File: src/rtl/bram_arbiter.sv
// bram_arbiter: round-robin sharing of one dual-ported BRAM between two requesters.
// Define BRAM_ARB_FIXED_PRIO_EN for fixed priority (rq0 wins ties on both channels).
module bram_arbiter #(
    parameter int DATA_SZ = 16,
    parameter int ADDR_SZ = 8
) (
    input  logic               i_clk,
    input  logic               i_rst_n,
    input  logic               i_rq0_valid,
    input  logic               i_rq0_we,
    input  logic [ADDR_SZ-1:0] i_rq0_addr,
    input  logic [DATA_SZ-1:0] i_rq0_wdata,
    output logic               o_rq0_ready,
    output logic               o_rq0_rvalid,
    output logic [DATA_SZ-1:0] o_rq0_rdata,
    input  logic               i_rq1_valid,
    input  logic               i_rq1_we,
    input  logic [ADDR_SZ-1:0] i_rq1_addr,
    input  logic [DATA_SZ-1:0] i_rq1_wdata,
    output logic               o_rq1_ready,
    output logic               o_rq1_rvalid,
    output logic [DATA_SZ-1:0] o_rq1_rdata,
    output logic               o_wr_en,
    output logic [ADDR_SZ-1:0] o_waddr,
    output logic [DATA_SZ-1:0] o_wdata,
    output logic               o_rd_en,
    output logic [ADDR_SZ-1:0] o_raddr,
    input  logic [DATA_SZ-1:0] i_rdata
);
    logic w_wc0, w_wc1, w_rc0, w_rc1;
    logic w_wg0, w_wg1, w_rg0, w_rg1;
    logic w_rsel1, w_haz, w_wpri1, w_rpri1;
    logic r_rvalid0, r_rvalid1;

`ifdef BRAM_ARB_FIXED_PRIO_EN
    assign w_wpri1 = 1'b0;
    assign w_rpri1 = 1'b0;
`else
    logic r_wr_ptr, r_rd_ptr;
    assign w_wpri1 = r_wr_ptr;
    assign w_rpri1 = r_rd_ptr;
    // granting rq k hands the tie-break to the other requester
    always_ff @(posedge i_clk or negedge i_rst_n) begin
        if (!i_rst_n) begin
            r_wr_ptr <= 1'b0;
            r_rd_ptr <= 1'b0;
        end else begin
            if (o_wr_en) r_wr_ptr <= w_wg0;
            if (o_rd_en) r_rd_ptr <= w_rg0;
        end
    end
`endif

    assign w_wc0 = i_rst_n & i_rq0_valid & i_rq0_we;
    assign w_wc1 = i_rst_n & i_rq1_valid & i_rq1_we;
    assign w_rc0 = i_rst_n & i_rq0_valid & ~i_rq0_we;
    assign w_rc1 = i_rst_n & i_rq1_valid & ~i_rq1_we;

    assign w_wg1   = w_wc1 & (~w_wc0 | w_wpri1);
    assign w_wg0   = w_wc0 & ~w_wg1;
    assign w_rsel1 = w_rc1 & (~w_rc0 | w_rpri1);
    // a read colliding with the granted write waits so it returns the new data
    assign w_haz   = o_wr_en & (w_rc0 | w_rc1) & (o_raddr == o_waddr);
    assign w_rg1   = w_rsel1 & ~w_haz;
    assign w_rg0   = w_rc0 & ~w_rsel1 & ~w_haz;

    assign o_wr_en = w_wg0 | w_wg1;
    assign o_waddr = w_wg1 ? i_rq1_addr : i_rq0_addr;
    assign o_wdata = w_wg1 ? i_rq1_wdata : i_rq0_wdata;
    assign o_rd_en = w_rg0 | w_rg1;
    assign o_raddr = w_rsel1 ? i_rq1_addr : i_rq0_addr;

    assign o_rq0_ready = w_wg0 | w_rg0;
    assign o_rq1_ready = w_wg1 | w_rg1;

    always_ff @(posedge i_clk or negedge i_rst_n) begin
        if (!i_rst_n) begin
            r_rvalid0 <= 1'b0;
            r_rvalid1 <= 1'b0;
        end else begin
            r_rvalid0 <= w_rg0;
            r_rvalid1 <= w_rg1;
        end
    end

    assign o_rq0_rvalid = r_rvalid0;
    assign o_rq1_rvalid = r_rvalid1;
    assign o_rq0_rdata  = i_rdata;
    assign o_rq1_rdata  = i_rdata;
endmodule
File: config.mk
export PLATFORM = sky130hd
export DESIGN_NAME = bram_arbiter
export DESIGN_NICKNAME = d
export VERILOG_FILES = /design/src/rtl/bram_arbiter.sv
export SDC_FILE = /design/constraint.sdc
export NUM_CORES = 1
export LEC_CHECK = 0
export CORE_MARGIN = 3
export CORE_UTILIZATION = 25
export DETAILED_ROUTE_END_ITERATION = 8
export PLACE_DENSITY = 0.89
export SYNTH_ARGS = -nofsm -noshare
export SYNTH_HDL_FRONTEND = slang
export SYNTH_SLANG_ARGS = --single-unit
File: constraint.sdc
create_clock -name i_clk -period 2.2 [get_ports i_clk]
set_input_delay 0.44 -clock i_clk [delete_from_list [all_inputs] [get_ports i_clk]]
set_output_delay 0.44 -clock i_clk [all_outputs]
set_load 0.005 [all_outputs]
; Word-level counts from Yosys, hierarchy flattened
; Index checks and enable logic that the tools add are counted.
[word_totals]
regBits = 4
output_inout_bits = 70
wordCells = 36
[classes]
eq_ne = 1
mux = 3
bitwise = 28
[ops]
columns = op, n
row1 = 16-bit two-way mux, 1
row2 = 8-bit two-way mux, 2
row3 = 1-bit bitwise AND, 14
row4 = 8-bit equality test, 1
row5 = 1-bit inverter, 7
row6 = 1-bit OR, 7

; Depth between registers and ports, before layout
[logic_depth]
depth_word = 13
ltp_mapped = 7

; Least setup slack after synthesis
; No wires, ideal clock.
[synth_timing]
kind = input -> output
startpoint = input i_rq0_we
endpoint = output o_waddr[3]
arrival_ns = 1.415
required_time_ns = 1.760
slack_ns = 0.345
stages = 6
path_buffers = 2
cell_sequence = buf_2 -> nand2_1 -> o21ai_1 -> clkbuf_1 -> nand2_1 -> nand2_1
[synth_between]
elab_chain_len = 5
[synth_lines]
columns = item, line_no
row1 = start: declaration, 10  ; input logic i_rq0_we,
row2 = 1-bit bitwise AND, 54  ; assign w_wc0 = i_rst_n & i_rq0_valid & i_rq0_we;
row3 = 1-bit inverter, 59  ; assign w_wg1 = w_wc1 & (~w_wc0 | w_wpri1);
row4 = 1-bit OR, 59
row5 = 1-bit bitwise AND, 59
row6 = 8-bit two-way mux, 68  ; assign o_waddr = w_wg1 ? i_rq1_addr : i_rq0_addr;
row7 = end: declaration, 24  ; output logic [ADDR_SZ-1:0] o_waddr,
; No other way between the ends.

; Worst setup path in the final report
[layout_timing]
startpoint = input i_rq1_we
endpoint = output o_wdata[12]
[layout_between]
elab_chain_len = 3
[layout_lines]
columns = item, line_no
row1 = start: declaration, 17  ; input logic i_rq1_we,
row2 = 1-bit bitwise AND, 55  ; assign w_wc1 = i_rst_n & i_rq1_valid & i_rq1_we;
row3 = 1-bit bitwise AND, 59
row4 = 16-bit two-way mux, 69  ; assign o_wdata = w_wg1 ? i_rq1_wdata : i_rq0_wdata;
row5 = end: declaration, 25  ; output logic [DATA_SZ-1:0] o_wdata,
; No other way between the ends.

==> metrics.csv <==
metric;value;unit
CTS max path bufs;2;
register area;100;sq um
Clock H-tree levels;1;
Post-synth top cells;nand2_1 (101), buf_4 (32), xnor2_1 (8);
Setup crit end kind;primary output;
count leader, synth;nand2_1;
DIE AREA;0.00486;sq mm
Multi-input gate area;678;sq um
peak supply drop;152;uV
fin. max-slew vios;0;
DIE WIDTH;69.7;microns
crit path max fanout;5;
Die Span Y;69.7;microns
global-route met3 utilization;6.23;%
input/output buffers;91;
gr usage total;18.4;%
TritonCTS Buffers;3;
Net count, final;364;
Crit path largest cell delay;0.25;ns
Tot Pwr;0.619;mW
final wirelength;4550;microns
CTS tree;built;
Switching Share;31.2;%
LEAKAGE;1.14;nW
register share of total power;14.8;%
Filler cells;365;
#FFs+latches synth;4;
Hold-fix buffers, CTS;0;
Post-Syn Instances;182;
Post-Synthesis Cell Area;0.00101;sq mm
max cap viols;0;
Tightest Hold Check Type;in2async;
Yosys Warn Count;0;
vias per inst;4.59;
most used routing layer;met2;
Mean Syn Cell Area;5.58;sq um
DP HPWL;3170;microns
Synth area leaders;nand2_1 (37%), buf_4 (24%), dfrtp_1 (9.9%), xnor2_1 (6.9%), buf_2 (2.0%);
pin count of the biggest net entering global routing;13;
register area share after synthesis;9.86;%
first-pass GRT wire length;7420;microns
vias in the first global route;1747;
relative slew slack;83.8;%
post-synth top area cell;nand2_1;
CP bufs+invs;6;
Comb power frac;60.2;%
Pint;0.426;mW
final setup fails;0;
crit-path cells;buf_4 > and3_4 > buf_6 > o21ai_4 > buf_6 > buf_4 > buf_4 > nand2_1 > nand2_1 > dlygate4sd2_1;
CP Class;in2out;
status;complete, no violations;
Root Driver;clkbuf_8;
Pwr per Cell Area;288;mW/mm^2
share of layout cells above drive strength 1;26.0;%
Clk pwr share;25.0;%
RSZ-0062 raised after global routing;no;
reg2reg setup slack;0.83;ns
top achievable clock speed;0.472;GHz
arrival time at the worst endpoint;1.68;ns
Net Sw Power;0.193;mW
Main synth FF type;dfrtp_1;
initial drt markers;36;
global route total overflow;0;
Distinct cells, synth;28;
async set-reset flop share out of synthesis;100;%
initial antenna violation count;0;
Placeable Area;0.00380;sq mm
critical path startpoint category;input port;
met2 usage;36.3;%
worst skew pair latency;0.21;ns
diode count;0;
M1 GR Usage;16.7;%
fin util;56.6;%
Worst EP required;1.76;ns
area fraction of the dominant cell type after synthesis;37.4;%
slowest CP cell;dlygate4sd2_1;
worst setup margin;0.0815;ns
Crit path max-delay family;buffers and inverters;
Post-Place Setup Slack;-0.623;ns
Worst-path clk slew;0.03;ns
area grow syn2layout;112;%
count of flip-flops with a built-in enable after synthesis;0;
Final Critical Period;2.12;ns
Initial Util;26.7;%
post-route ant nets;0;
Rows;22;
final worst-path cycle share;96.3;%
Sinks on Clock Net;4;
skew final;0.000848;ns
routed len/inst;13.4;microns
syn nets;252;
drt first pass iters;4;
RD Place Congestion;0.857;
detailed-route via count;1562;
DRC viols;0;
worst-margin pin slew;0.243;ns
Hold Vio Cnt, Final;0;
most frequent CP cell;buf_4;
top-level port count;140;
-- worst paths after layout --
kind / from / end / cells after the start
min in group i_clk: i_rq0_valid / o_rq0_rvalid / 2
max reg2reg: r_rd_ptr / r_rd_ptr / 5
max in group asynchronous: i_rst_n / r_wr_ptr / 2
max: i_rq1_we / o_wdata[12] / 10
min: i_rst_n / o_rq0_rvalid / 2
min reg2reg: r_wr_ptr / r_wr_ptr / 1
-- cell families after synthesis --
group,Yosys count,share of synthesized area [%]
xor gates and xnor gates,9,7.77
buffers and inverters,41,27.5
and+or+nand+nor,115,44.8
DFF,4,9.86
AOI/OAI and AO/OA,12,9.12
muxes,1,0.986
-- power groups by stage --
stage                     combinational (mW)  clock [mW]  sequential [mW]
after floorplan                        0.156           0           0.0897
after global placement                 0.374           0           0.0907
after detailed placement               0.381           0           0.0898
after CTS                              0.366       0.159           0.0910
after global routing                   0.406       0.164           0.0933
final                                  0.372       0.155           0.0919
-- layout make-up --
class,instances,area share (%)
repair buffers,147,58.9
multi-input cells,137,31.5
flip-flops and latches,4,4.65
well taps,48,2.79
clock buffers,3,1.92
inverters,1,0.175
-- worst register-to-register path, stage by stage (launching register included) --
cell      delay [ns]
dfrtp_1         0.35
nor2_1          0.06
a211o_1         0.34
buf_4           0.17
a32oi_1         0.20
o211ai_2        0.12
-- what timing repair did --
item / in CTS / in global routing
setup endpoints to repair: 36 / 6
gates resized for setup: 93 / 7
pin swaps: 9 / 5
setup buffers: 18 / 3
gates cloned: 3 / 0
-- layout by cell type (no fill, tap or decap), types with 3 or more instances in the layout --
cell type	instances
buf_6	7
nand2_1	100
xnor2_1	7
clkbuf_2	3
nand4_1	3
nor2_1	5
dfrtp_1	4
dlygate4sd2_1	48
buf_4	53
clkdlybuf4s50_1	35
clkbuf_8	3
-- registers in the layout, summed over array words and instances (netlist names) --
name,cells
o_rq0_rvalid,1
r_wr_ptr,1
o_rq1_rvalid,1
r_rd_ptr,1
-- per-layer routing --
metal  vias up  routed length (microns)
met5         -                        0
met4         0                      170
met3        25                      433
met2        88                     2310
met1       687                     1630
li1        762                        -
-- stage by stage --
| step | hold slack [ns] | cells | setup TNS [ns] | area (sq um) |
|---|---|---|---|---|
| after floorplan | 0.144 | 182 | 0 | 1010 |
| after global placement | 0.522 | 313 | -15.51 | 1950 |
| after detailed placement | 0.521 | 313 | -17.52 | 1950 |
| after CTS | 0.154 | 337 | 0 | 2130 |
| after global routing | 0.147 | 340 | 0 | 2150 |
| final | 0.147 | 340 | 0 | 2150 |
Note: power is estimated with default switching activity, not from simulation.
